**src/rtl/bus_pkg.sv**
```systemverilog
// Shared definitions for the bus requester slice.
// - state_t     : requester FSM encoding
// - DEF_*       : default parameter values
// - word_width  : width of one buffered word, laid out as {last, data},
//                 so the last flag sits at bit DATA_WIDTH.
package bus_pkg;

    typedef enum logic [1:0] {
        ST_IDLE    = 2'd0,
        ST_REQ     = 2'd1,
        ST_XFER    = 2'd2,
        ST_RELEASE = 2'd3
    } state_t;

    localparam int DEF_DATA_WIDTH     = 8;
    localparam int DEF_FIFO_DEPTH     = 16;
    localparam int DEF_TIMEOUT_CYCLES = 255;

    function automatic int word_width(input int data_width);
        return data_width + 1;
    endfunction

endpackage

```
**src/rtl/bus_tx_fifo.sv**
```systemverilog
// Synchronous transmit FIFO for the bus requester.
// Ports:
//   clk, rst        : clock, synchronous active-high reset (flushes pointers)
//   wr_en, wr_data  : push a word (ignored while full)
//   rd_en           : pop the head word (ignored while empty)
//   full, empty     : occupancy flags
//   rd_data         : current head word (valid when !empty)
module bus_tx_fifo
    import bus_pkg::*;
#(
    parameter int WIDTH = word_width(DEF_DATA_WIDTH),
    parameter int DEPTH = DEF_FIFO_DEPTH
) (
    input  logic             clk,
    input  logic             rst,
    input  logic             wr_en,
    input  logic [WIDTH-1:0] wr_data,
    input  logic             rd_en,
    output logic             full,
    output logic             empty,
    output logic [WIDTH-1:0] rd_data
);

    localparam int AW = $clog2(DEPTH);

    logic [WIDTH-1:0] r_mem [DEPTH];
    // One extra pointer bit distinguishes full from empty.
    logic [AW:0]      r_wr_ptr;
    logic [AW:0]      r_rd_ptr;
    logic             w_wr;
    logic             w_rd;

    assign full    = (r_wr_ptr[AW] != r_rd_ptr[AW]) &&
                     (r_wr_ptr[AW-1:0] == r_rd_ptr[AW-1:0]);
    assign empty   = (r_wr_ptr == r_rd_ptr);
    assign w_wr    = wr_en && !full;
    assign w_rd    = rd_en && !empty;
    assign rd_data = r_mem[r_rd_ptr[AW-1:0]];

    always_ff @(posedge clk) begin
        if (rst) begin
            r_wr_ptr <= '0;
            r_rd_ptr <= '0;
        end else begin
            if (w_wr) r_wr_ptr <= r_wr_ptr + (AW+1)'(1);
            if (w_rd) r_rd_ptr <= r_rd_ptr + (AW+1)'(1);
        end
    end

    always_ff @(posedge clk) begin
        if (w_wr) r_mem[r_wr_ptr[AW-1:0]] <= wr_data;
    end

endmodule

```
**src/rtl/bus_requester.sv**
```systemverilog
// Requester side of the shared-bus priority arbiter. Buffers client packets,
// raises req, streams exactly one packet per grant, then waits for the grant
// to clear before requesting again.
// Ports:
//   clk, rst                        : clock, synchronous active-high reset
//   in_data, in_last, in_valid      : client word stream
//   in_ready                        : buffer not full
//   req, grant                      : arbiter handshake (grant is latched)
//   bus_data, bus_last, bus_valid   : FIFO head onto the shared bus
//   bus_ready                       : bus sink accepts the word
//   timeout                         : one-cycle pulse on request starvation
//   busy                            : FSM not idle
module bus_requester
    import bus_pkg::*;
#(
    parameter int DATA_WIDTH     = DEF_DATA_WIDTH,
    parameter int FIFO_DEPTH     = DEF_FIFO_DEPTH,
    parameter int TIMEOUT_CYCLES = DEF_TIMEOUT_CYCLES
) (
    input  logic                  clk,
    input  logic                  rst,
    input  logic [DATA_WIDTH-1:0] in_data,
    input  logic                  in_last,
    input  logic                  in_valid,
    output logic                  in_ready,
    output logic                  req,
    input  logic                  grant,
    output logic [DATA_WIDTH-1:0] bus_data,
    output logic                  bus_last,
    output logic                  bus_valid,
    input  logic                  bus_ready,
    output logic                  timeout,
    output logic                  busy
);

    localparam int WW = word_width(DATA_WIDTH);
    localparam int CW = $clog2(FIFO_DEPTH) + 1;
    localparam int TW = $clog2(TIMEOUT_CYCLES + 1);

    state_t                r_state;
    state_t                w_state_nxt;
    logic [CW-1:0]         r_pkt_cnt;
    logic [TW-1:0]         r_wait;

    logic                  w_full;
    logic                  w_empty;
    logic                  w_wr;
    logic                  w_pop;
    logic                  w_inc;
    logic                  w_dec;
    logic                  w_timeout_hit;
    logic [WW-1:0]         w_head;
    logic                  w_head_last;
    logic [DATA_WIDTH-1:0] w_head_data;

    bus_tx_fifo #(
        .WIDTH (WW),
        .DEPTH (FIFO_DEPTH)
    ) u_fifo (
        .clk     (clk),
        .rst     (rst),
        .wr_en   (w_wr),
        .wr_data ({in_last, in_data}),
        .rd_en   (w_pop),
        .full    (w_full),
        .empty   (w_empty),
        .rd_data (w_head)
    );

    assign {w_head_last, w_head_data} = w_head;

    assign in_ready = !w_full;
    assign bus_data = w_head_data;
    assign bus_last = w_head_last;
    assign w_wr     = in_valid && !w_full;
    assign w_pop    = bus_valid && bus_ready;
    assign w_inc    = w_wr && in_last;
    assign w_dec    = w_pop && w_head_last;

    // r_wait holds the number of REQ cycles already elapsed, so the pulse
    // lands on the TIMEOUT_CYCLES-th REQ cycle and then every period after.
    assign w_timeout_hit = (r_state == ST_REQ) &&
                           (r_wait == TW'(TIMEOUT_CYCLES - 1));

    // Complete packets held in the buffer.
    always_ff @(posedge clk) begin
        if (rst) begin
            r_pkt_cnt <= '0;
        end else begin
            case ({w_inc, w_dec})
                2'b10:   r_pkt_cnt <= r_pkt_cnt + CW'(1);
                2'b01:   r_pkt_cnt <= r_pkt_cnt - CW'(1);
                default: r_pkt_cnt <= r_pkt_cnt;
            endcase
        end
    end

    always_ff @(posedge clk) begin
        if (rst || r_state != ST_REQ || w_timeout_hit) begin
            r_wait <= '0;
        end else begin
            r_wait <= r_wait + TW'(1);
        end
    end

    always_ff @(posedge clk) begin
        if (rst) r_state <= ST_IDLE;
        else     r_state <= w_state_nxt;
    end

    always_comb begin
        w_state_nxt = r_state;
        req         = 1'b0;
        bus_valid   = 1'b0;
        timeout     = w_timeout_hit;
        busy        = (r_state != ST_IDLE);
        case (r_state)
            ST_IDLE: begin
                // A full buffer with no complete packet means an oversized
                // packet: request anyway and stream it cut-through.
                if (r_pkt_cnt != '0 || w_full) w_state_nxt = ST_REQ;
            end
            ST_REQ: begin
                req = 1'b1;
                if (grant) w_state_nxt = ST_XFER;
            end
            ST_XFER: begin
                req       = 1'b1;
                bus_valid = grant && !w_empty;
                if (w_dec) w_state_nxt = ST_RELEASE;
            end
            ST_RELEASE: begin
                // Hold off until the arbiter's latched grant clears.
                if (!grant) w_state_nxt = ST_IDLE;
            end
            default: w_state_nxt = ST_IDLE;
        endcase
    end

endmodule

```
**config.mk**
```make
export PLATFORM = sky130hd
export DESIGN_NAME = bus_requester
export DESIGN_NICKNAME = d
export VERILOG_FILES = /design/src/rtl/bus_pkg.sv /design/src/rtl/bus_tx_fifo.sv /design/src/rtl/bus_requester.sv
export SDC_FILE = /design/constraint.sdc
export NUM_CORES = 1
export LEC_CHECK = 0
export ABC_CLOCK_PERIOD_IN_PS = 6000
export CORE_MARGIN = 4
export CORE_UTILIZATION = 65
export CTS_CLUSTER_SIZE = 10
export DETAILED_ROUTE_END_ITERATION = 10
export PLACE_DENSITY_LB_ADDON = 0.12
export SLEW_MARGIN = 25
export SYNTH_ARGS = -nofsm -noshare
export SYNTH_HDL_FRONTEND = slang
export SYNTH_SLANG_ARGS = --single-unit
```
**constraint.sdc**
```tcl
create_clock -name clk -period 6 [get_ports clk]
set_input_delay 0.9 -clock clk [delete_from_list [all_inputs] [get_ports clk]]
set_output_delay 0.9 -clock clk [all_outputs]
set_load 0.01 [all_outputs]
```
-- Word level (Yosys, flattened, before mapping)
Memories as Yosys holds them, arrays and structs flattened. A register that Yosys moved wholly into a read port is not among the register bits.
Cells that the tools add are included.
- add/subtract/negate cells: 5
- $mul: 0
- divide/modulo/power cells: 0
- magnitude comparators: 0
- equality and inequality tests: 14
- shift-type cells: 0
- mux-type cells: 12
- bitwise operators: 0
- reduce and logical (&&, ||, !) cells: 20
- operator list (cell ; number):
    5-bit by 1-bit adder with 5-bit output, second input constant ; 3
    5-bit one-hot mux with 2 select lines ; 1
    1-bit logical AND ; 9
    8-bit by 1-bit adder with 8-bit output, second input constant ; 1
    8-bit == test, second input constant ; 1
    2-bit two-way mux ; 4
    4-bit two-way mux ; 2
    2-bit != test, second input constant ; 4
    2-bit one-hot mux with 4 select lines ; 1
    2-bit == test, second input constant ; 3
    5-bit == test ; 1
    5-bit nonzero test ; 1
    5-bit by 1-bit subtractor with 5-bit output, second input constant ; 1
    2-bit by 1-bit == test with 1-bit output, second input constant ; 2
    4-bit == test ; 1
    1-bit two-way mux ; 4
    4-bit AND reduction ; 1
    2-bit nonzero test ; 2
    1-bit logical OR ; 3
    1-bit zero test ; 2
    2-bit zero test ; 1
    2-bit by 1-bit != test with 1-bit output, second input constant ; 1
    2-bit OR reduction ; 1
    1-bit != test ; 1
- register bits: 25
- latch bits: 0
- memory bits (writable): 144
- memory bits (read-only): 0
- input port bits: 14
- word-level logic and storage cells: 57
- memories kept: 1
- memories (memory ; words ; bits a word ; read ports ; clocked after memory_dff ; write ports ; RTL line ; text):
    u_fifo.r_mem ; 16 ; 9 ; 1 ; 1 ; 1 ; bus_tx_fifo.sv:26 ; logic [WIDTH-1:0] r_mem [DEPTH];

-- Depth between registers and ports, before layout
Gate-level depths: netlist of run 1.
- word-level depth: 8
- mapped depth: 14
- depth with buffers taken out: 13

-- Hierarchy
Synthesis of run 1 repeated with hierarchy kept, for this count alone.
- cell total of the unflattened synthesis: 410
- area total of the unflattened synthesis: 7353.3 µm²
- modules (own cells, without submodules) (module ; times used ; cells each ; area an instance (µm²) ; sequential area each (µm²)):
    bus_tx_fifo ; 1 ; 305 ; 6443.7 ; 4604.4
    bus_requester ; 1 ; 105 ; 909.6 ; 300.3

-- Worst setup path after synthesis of run 1
No wires, ideal clock.
- kind: input to register
- start point: in bus_ready
- end point: reg r_pkt_cnt[4]
- arrival: 3.018 ns
- required time: 5.930 ns
- setup slack: 2.911 ns
- stages: 11
- buffers on the path: 0
- cell sequence: and3_1 > o21a_1 > and2_1 > ha_1 > inv_1 > fa_1 > nor2b_1 > o21ai_0 > and3_1 > or4_1 > a21oi_1
- longest elaborated chain between the ends: 4
- elaborated cells between the ends (all ways): 6
- classes of those cells: 2 x eq/ne; 1 x mux; 3 x reduce/logical
- ends and longest elaborated chain (what ; RTL line ; text):
    from (decl) ; bus_requester.sv:31 ; input logic bus_ready,
    1-bit logical AND * ; bus_requester.sv:76 ; assign w_pop = bus_valid && bus_ready;
    1-bit logical AND * ; bus_requester.sv:78 ; assign w_dec = w_pop && w_head_last;
    2-bit by 1-bit == test with 1-bit output / 2-bit == test (equally long branches) ; bus_requester.sv:90 ; case ({w_inc, w_dec})
    5-bit one-hot mux with 2 select lines / 2-bit nonzero test (equally long branches) ; n/a ;
    to (signal assigned) ; bus_requester.sv:91 ; 2'b10: r_pkt_cnt <= r_pkt_cnt + CW'(1);
    to (signal assigned) ; bus_requester.sv:92 ; 2'b01: r_pkt_cnt <= r_pkt_cnt - CW'(1);
    to (signal assigned) ; bus_requester.sv:93 ; default: r_pkt_cnt <= r_pkt_cnt;
    to (decl) ; bus_requester.sv:42 ; logic [CW-1:0] r_pkt_cnt;
Every way passes the cells marked *; elsewhere a longest branch is shown, timed or not.
A chain may end at the register's enable or synchronous reset.

==> reports/metrics.yaml, run 1 <==
status: "finished clean"
die_y_um: 112
synthMostInstantiatedCell: "edfxtp_1"
ys_seq_area_share_pct: 69.4
vias_per_cell: 6.29
io_pins: 28
die_w_um: 112
ant_nets: 0
synth-main-ff-cell: "edfxtp_1"
clockRootBuffer: "clkbuf_8"
fillers: 606
dieArea_um2: 12600
drtPass1Iterations: 5
skew_ps: 6.99
drtIter0Drc: 431
synth_top_area_share_pct: 61.2
critical_path.most_common_cell: "mux4_2"
ys_ff_latch: 173
overflow: 0
period_needed_ps: 4240
cp_cell_sequence: "buf_4 -> mux4_2 -> mux4_2 -> clkdlybuf4s50_1"
async_flop_share_pct: 0
hold_path.class: "reg -> reg"
cp_slowest_cell: "dfxtp_2"
end_kind: "output pin"
cap_viol_max_count: 0
drive_gt1_share_pct: 20.3
postCtsHoldBufs: 0
tritoncts: "done"
layout_setup_ws_ps: 1760
grt_max_degree: 34
peakVddDrop_uv: 210
place_congestion: 0.773
rows: 37
worstMarginPinSlew_ps: 1080
p_leak_nw: 2.61
wl_per_cell_um: 24.3
crit_path_max_incr_delay_ps: 780
place.port_buffers: 27
post_cts_resized: 0
drc_errors: 0
grt_pass1_wl_um: 21800
h-tree-depth: 4
clk_pin_slew_ps: 60
ys_types: 40
critPathKind: "reg -> out"
placed_cells: 542
relSlewSlack_pct: 27.8
dp_worst_setup_slack_ps: 2140
rsz0062_at_grt: "false"
r2r_cells: 11
holdPathStages: 1
clk_latency_ps: 520
dp_hpwl_um: 7980
min_from: "r_wait[0]"
finalSetupViolCount: 0
power_frac_seq_pct: 51.6
syn_avg_cell_area_um2: 18.1
switching_share_pct: 20.7
hold-worst-slack_ps: 463
fin_nets: 456
clock.fmax_mhz: 236
p_clk_share_pct: 40.6
final_cells: 574
yosys.area.top_type: "edfxtp_1"
synth.area.top_cells: "edfxtp_1 (61%), mux4_2 (13%), dfxtp_1 (8.2%)"
vias: 3610
required_ps: 5100
cts_made_buffers: 17
synth_cells: 390
cts.sinks: 173
setup.worst_path.start_class: "flop"
power_switching_mw: 0.538
post-cts-setup-buffers: 0
syn-cell-area_um2: 7060
min_to: "r_wait[0]"
ys_top_cells_by_count: "edfxtp_1 (144), mux4_2 (41), nor2_1 (39)"
setup_tns_ps: 0
synth_edf_count: 144
p_int_mw: 2.06
grt_pass1_vias: 3810
r2r-end: "r_pkt_cnt[4]"
cp_max_fo: 20
synth_nets: 421
area_delta_synth_final_pct: 14.2
grtUsageTotal_pct: 23.8
fin_crit_sh_pct: 70.7
yosys_warnings: 0
fin_util_pct: 77.1
comb_power_share_pct: 7.8
finalHoldViolCount: 0
p_per_area_nw_per_um2: 322
start_util_pct: 67.5
wl_um: 13900
cts_buffer_depth: 2
diodes: 0
antenna_found_initial: 0
slew_viol_final: 0
arrival_ps: 3340
reg2reg_slack_ps: 2200
core_area_um2: 10500
power groups by stage:
stage	logic (mW)	registers, mW	clock network, mW
detailed placement	0.201	1.36	0
floorplan	0.124	1.36	0
global placement	0.193	1.36	0
global route	0.224	1.34	1.13
CTS	0.204	1.34	1.07
finish	0.202	1.34	1.05
state kept, by name, indices dropped and copies added (netlist names), named ones only:
name and cells:
u_fifo.r_wr_ptr 5, u_fifo.r_rd_ptr 5, r_wait 8, r_state 2, u_fifo.r_mem 144, r_pkt_cnt 5
metrics by stage:
step / total power, mW / cell area, µm²
5_1_grt: 2.69 / 8070
3_3_place_gp: 1.56 / 7450
3_5_place_dp: 1.57 / 7460
4_1_cts: 2.61 / 8050
2_1_floorplan: 1.48 / 7060
6_report: 2.60 / 8070
cells by family (layout without fill, tap and decap cells):
group,count (synthesis),count (layout),share of synthesized area (%)
flip-flops,173,173,69.4
buffers and inverters,28,76,2.05
adder cells (fa/ha/maj),17,17,3.12
XOR/XNOR,21,21,2.71
AO/OA/AOI/OAI,23,23,2.39
AND/OR/NAND/NOR,76,76,4.98
multiplexers,52,52,15.3
routing by layer:
layer | up-vias | GRT usage (%) | routed length (µm)
li1 | 1599 | - | -
met1 | 1824 | 30.7 | 5230
met2 | 166 | 41.4 | 7560
met3 | 21 | 4.47 | 920
met4 | 0 | 7.29 | 216
met5 | - | 0 | 0
worst max-delay path, delay by kind of cell (launching register included):
kind | cells | cell delay, ps
DFF | 1 | 780
muxes | 2 | 1070
buffers and inverters | 2 | 940
worst max path at each step:
stage | start | end | depth (start not counted)
finish | flop | bus_data[1] | 4
CTS | flop | bus_data[1] | 4
global route | flop | bus_data[0] | 4
floorplan | bus_ready | r_pkt_cnt[4] | 11
detailed placement | grant | r_pkt_cnt[4] | 12
global placement | grant | r_pkt_cnt[4] | 12
layout by cell type, fill, tap and decap left out, drive strengths merged, types with 4 or more instances in the layout:
master and instances:
and3 5, nand2 7, xnor2 11, dfxtp 29, buf 6, mux2i 8, o211ai 4, inv 12
edfxtp 144, clkbuf 29, nand2b 5, a21oi 7, nand3 4, nor3 7, xor2 10, nor2 39
ha 16, mux4 44, clkdlybuf4s50 27
layout make-up:
class / instances / area [µm²] / area share (%)
Clock inverter: 3 / 16.3 / 0.202
Clock buffer: 29 / 574 / 7.12
Inverter: 11 / 41.3 / 0.512
Timing Repair Buffer: 33 / 315 / 3.91
Tap cell: 136 / 170 / 2.11
Sequential cell: 173 / 4910 / 60.8
Multi-Input combinational cell: 189 / 2040 / 25.3
(Power assumes the default switching activity.)
==> run 2: changes to the inputs <==
ABC_CLOCK_PERIOD_IN_PS = 4400   (was 6000)
CORE_UTILIZATION = 60   (was 65)
clock period = 4.4 ns   (was 6 ns; I/O delays follow)
==> reports/metrics.yaml, run 2 (same netlist as run 1, synthesis figures left out) <==
status: "finished clean"
grt_pass1_vias: 3718  # -2.4%
worstMarginPinSlew_ps: 1010  # -70.2 ps
r2r-end: "r_pkt_cnt[4]"
cap_viol_max_count: 0  # unchanged
drtPass1Iterations: 5  # unchanged
clk_pin_slew_ps: 60  # about the same
cts_made_buffers: 17  # unchanged
ant_nets: 0  # unchanged
fin_nets: 464  # +1.8%
reg2reg_slack_ps: 960  # -1240 ps
vias_per_cell: 5.95  # -5.4%
drive_gt1_share_pct: 20.2  # -0.095 points
p_per_area_nw_per_um2: 444  # +38%
cp_max_fo: 28  # +40%
place_congestion: 0.831  # +7.5%
relSlewSlack_pct: 32.5  # +4.7 points
final_cells: 588  # +2.4%
drc_errors: 0  # unchanged
grt_pass1_wl_um: 20300  # -7.0%
start_util_pct: 61.6  # -5.9 points
required_ps: 3740  # -1360 ps
cts_buffer_depth: 2  # unchanged
layout_common_cells: "edfxtp_1 (144), mux4_2 (41), nor2_1 (36)"
period_needed_ps: 3730
grtUsageTotal_pct: 21.3  # -2.5 points
setup.worst_path.start_class: "flop"
die_y_um: 117  # +3.8%
placed_cells: 557  # +2.8%
postPlaceCellArea_um2: 7520  # +0.75%
fillers: 731  # +21%
final_area_um2: 8130  # +0.76%
dp_hpwl_um: 7810  # -2.0%
dp_worst_setup_slack_ps: 768  # -1380 ps
largest_reg_flops: 144  # unchanged
core_area_um2: 11500  # +9.6%
antenna_found_initial: 0  # unchanged
overflow: 0  # unchanged
r2r-start: "u_fifo.r_wr_ptr[2]"
diodes: 0  # unchanged
slew_viol_final: 0  # unchanged
wl_um: 12800  # -7.9%
finalHoldViolCount: 0  # unchanged
seq_area_um2: 4910  # unchanged
setup.worst_path.end: "bus_data[1]"
post-cts-setup-buffers: 0  # unchanged
dieArea_um2: 13600  # +7.7%
layout_setup_ws_ps: 672  # -1090 ps
skew_ps: 6.01  # -0.980 ps
p_leak_nw: 2.65  # +1.4%
drtIter0Drc: 291  # -32%
rsz0062_at_grt: "false"
rows: 39  # +5.4%
critPathKind: "reg -> out"
die_w_um: 117  # +3.8%
h-tree-depth: 4  # unchanged
cts.sinks: 173  # unchanged
hold_path.class: "reg -> reg"
postCtsHoldBufs: 0  # unchanged
peakVddDrop_uv: 326  # +55%
fin_crit_sh_pct: 84.7
setup_tns_ps: 0  # unchanged
wl_per_cell_um: 21.8  # -10%
clock.fmax_mhz: 268
multi_input_area_um2: 2020  # -0.98%
end_kind: "output pin"
clockRootBuffer: "clkbuf_16"
finalSetupViolCount: 0  # unchanged
place.port_buffers: 27  # unchanged
vias: 3499  # -3.1%
hold-worst-slack_ps: 463  # +0.520 ps
final_common_cell: "edfxtp_1"
io_pins: 28  # unchanged
clk_latency_ps: 420  # -100 ps
grt_max_degree: 34  # unchanged
arrival_ps: 3070  # -270 ps
tritoncts: "done"
area_delta_synth_final_pct: 15.0
r2r_cells: 12  # +1
post_cts_resized: 0  # unchanged
run 2: final cells by class:
cell class,count,area share (%)
Sequential cell,173,60.4
Multi-Input combinational cell,189,24.9
Clock buffer,18,5.28
Timing Repair Buffer,41,4.62
Tap cell,143,2.20
Clock inverter,13,2.14
Inverter,11,0.508
run 2: power by group:
group	leakage (nW)	total (mW)	internal, mW	switching, mW
combinational	0.829	0.272	0.127	0.145
clock	0.287	1.51	0.939	0.571
sequential	1.54	1.82	1.80	0.0202
total	2.65	3.61	2.87	0.735
run 2: how the worst min path moves through the flow:
stage | start | endpoint | slack [ps] | depth (start not counted)
after floorplan | r_wait[0] | r_wait[0] | 430 | 1
after global placement | r_wait[0] | r_wait[0] | 440 | 1
after detailed placement | r_wait[0] | r_wait[0] | 450 | 1
after CTS | r_wait[0] | r_wait[0] | 470 | 1
after global routing | r_wait[0] | r_wait[0] | 510 | 1
final | r_wait[0] | r_wait[0] | 460 | 1
run 2: critical path, stage by stage, from the launching register on:
cell             delay (ps)
dfxtp_2                 510
buf_4                   550
mux4_2                  580
mux4_2                  500
clkdlybuf4s50_1         490
run 2: metal layers:
layer	wire length, µm	GRT usage (%)	vias up
li1	-	-	1614
met1	5360	28.5	1766
met4	176	8.04	0
met2	6480	33.8	102
met3	811	5.75	17
met5	0	0	-
run 2: through the flow:
| step | utilization [%] | power (mW) |
|---|---|---|
| after global placement | 65.5 | 2.13 |
| after global routing | 70.9 | 3.75 |
| after floorplan | - | 2.02 |
| after CTS | 70.8 | 3.64 |
| final | 70.9 | 3.61 |
| after detailed placement | 65.6 | 2.13 |
==> run 3: changes to the inputs <==
ABC_CLOCK_PERIOD_IN_PS = 3200   (was 4400)
CORE_UTILIZATION = 54   (was 60)
clock period = 3.2 ns   (was 4.4 ns; I/O delays follow)
==> reports/metrics.yaml, run 3 (same netlist as run 1, synthesis figures left out) <==
status: "finished clean"
place.port_buffers: 27  # unchanged
holdPathStages: 1  # unchanged
fin_nets: 487  # +5.0%
p_per_area_nw_per_um2: 565  # +27%
fin_crit_sh_pct: 96.6
drtPass1Iterations: 4  # -1
largest_reg_flops: 144  # unchanged
vias_per_cell: 5.53  # -7.0%
place_congestion: 0.751  # -9.6%
clk_pin_slew_ps: 60  # about the same
layout_setup_ws_ps: 109  # -562 ps
die_y_um: 122  # +5.0%
crit_path_max_incr_delay_ps: 520  # -60 ps
relSlewSlack_pct: 60.9  # +28 points
io_pins: 28  # unchanged
finalPower_mw: 4.73  # +31%
cts_buffer_depth: 2  # unchanged
clockRootBuffer: "clkbuf_16"
reg2reg_slack_ps: 160  # -800 ps
placed_cells: 606  # +8.8%
peakVddDrop_uv: 383  # +17%
grt_pass1_wl_um: 21100  # +4.0%
final_cells: 640  # +8.8%
core_area_um2: 12700  # +11%
postCtsHoldBufs: 0  # unchanged
end_kind: "output pin"
clock.fmax_mhz: 324
arrival_ps: 2610  # -460 ps
cp_cell_sequence: "buf_12 -> buf_12 -> mux4_2 -> mux4_2 -> clkdlybuf4s50_1"
r2r-end: "r_pkt_cnt[4]"
grt_pass1_vias: 3691  # -0.73%
p_leak_nw: 2.80  # +5.8%
vias: 3541  # +1.2%
setup.worst_path.start_class: "flop"
hold_path.class: "reg -> reg"
dp_hpwl_um: 8140  # +4.1%
grt_max_degree: 33  # -2.9%
tritoncts: "done"
antenna_found_initial: 0  # unchanged
clk_latency_ps: 420  # about the same
h-tree-depth: 4  # unchanged
rows: 41  # +5.1%
min_to: "r_wait[0]"
wl_um: 13200  # +3.0%
start_util_pct: 55.5  # -6.1 points
final_common_cell: "edfxtp_1"
skew_ps: 6.66  # +0.647 ps
cts_made_buffers: 17  # unchanged
diodes: 0  # unchanged
required_ps: 2720  # -1020 ps
critPathKind: "reg -> out"
worstMarginPinSlew_ps: 585  # -424 ps
cp_max_fo: 16  # -43%
overflow: 0  # unchanged
fin_util_pct: 65.8  # -5.1 points
wl_per_cell_um: 20.6  # -5.4%
period_needed_ps: 3090
min_from: "r_wait[0]"
cts.sinks: 173  # unchanged
finalHoldViolCount: 0  # unchanged
hold-worst-slack_ps: 462  # -0.803 ps
area_delta_synth_final_pct: 18.5
grtUsageTotal_pct: 19.9  # -1.4 points
slew_viol_final: 0  # unchanged
drc_errors: 0  # unchanged
dp_worst_setup_slack_ps: -9.80  # -778 ps
drtIter0Drc: 297  # +2.1%
ant_nets: 0  # unchanged
cap_viol_max_count: 0  # unchanged
die_w_um: 122  # +5.0%
layout_common_cells: "edfxtp_1 (144), mux4_2 (41), nor2_1 (39)"
cp_slowest_cell: "mux4_2"
dieArea_um2: 15000  # +10%
finalSetupViolCount: 0  # unchanged
drive_gt1_share_pct: 24.4  # +4.1 points
r2r_cells: 11  # -1
==> run 3: changes by cell type in the layout (fill, tap and decap cells not counted), moves of 3 or more <==
| cell | delta |
|---|---|
| clkinv_1 | +3 |
| buf_12 | +4 |
| buf_4 | +18 |
| nor2_1 | +3 |
| dlymetal6s2s_1 | +4 |
| nor3_2 | +3 |
| clkdlybuf4s50_1 | -4 |
| bufinv_16 | -3 |
| nor2_2 | -3 |
| nor3_1 | -3 |
==> run 3: timing repair <==
action | 4_1_cts | 5_1_grt
pin swaps | 0 | 1
gates cloned | 1 | 0
resized for setup | 1 | 9
setup endpoints to repair | 3 | 8
setup buffers | 0 | 2
==> run 3: per-stage QoR <==
stage,setup TNS (ps),cell area (µm²)
final,0,8370
after global routing,-5.29,8370
after CTS,0,8310
after detailed placement,-9.80,7740
after global placement,0,7740
after floorplan,0,7060
==> run 3: worst max path at each step <==
| stage | startpoint | endpoint | slack (ps) | cells past startpoint |
|---|---|---|---|---|
| final | flop | bus_data[2] | 110 | 5 |
| after CTS | flop | bus_data[6] | 10 | 4 |
| after floorplan | flop | r_pkt_cnt[4] | 160 | 12 |
| after global routing | flop | r_pkt_cnt[4] | -5 | 11 |
| after global placement | grant | r_pkt_cnt[4] | 110 | 12 |
| after detailed placement | grant | r_pkt_cnt[4] | -10 | 12 |
==> run 3: report_power, final <==
part	internal, mW	total [mW]	switching [mW]
Sequential	2.48	2.51	0.0270
Combinational	0.189	0.389	0.200
Clock	1.05	1.83	0.786
==> run 3: final cells by class <==
cell class	count	area (µm²)
fill	947	4350
sequential	173	4910
clock buffer	17	425
multi-input combinational	189	2040
tap	172	215
clock inverter	14	105
timing repair buffer	64	628
inverter	11	41.3
==> run 3: critical path, delay by kind of cell, from the launching register on <==
kind | cells | cell delay (ps)
buffers and inverters | 3 | 780
DFF | 1 | 420
muxes | 2 | 990
==> run 3: layer usage <==
metal | vias up | wire length, µm | track usage, %
li1 | 1661 | - | -
met1 | 1762 | 5320 | 27.0
met2 | 102 | 6830 | 31.6
met3 | 16 | 893 | 4.47
met4 | 0 | 174 | 7.91
met5 | - | 0 | 0
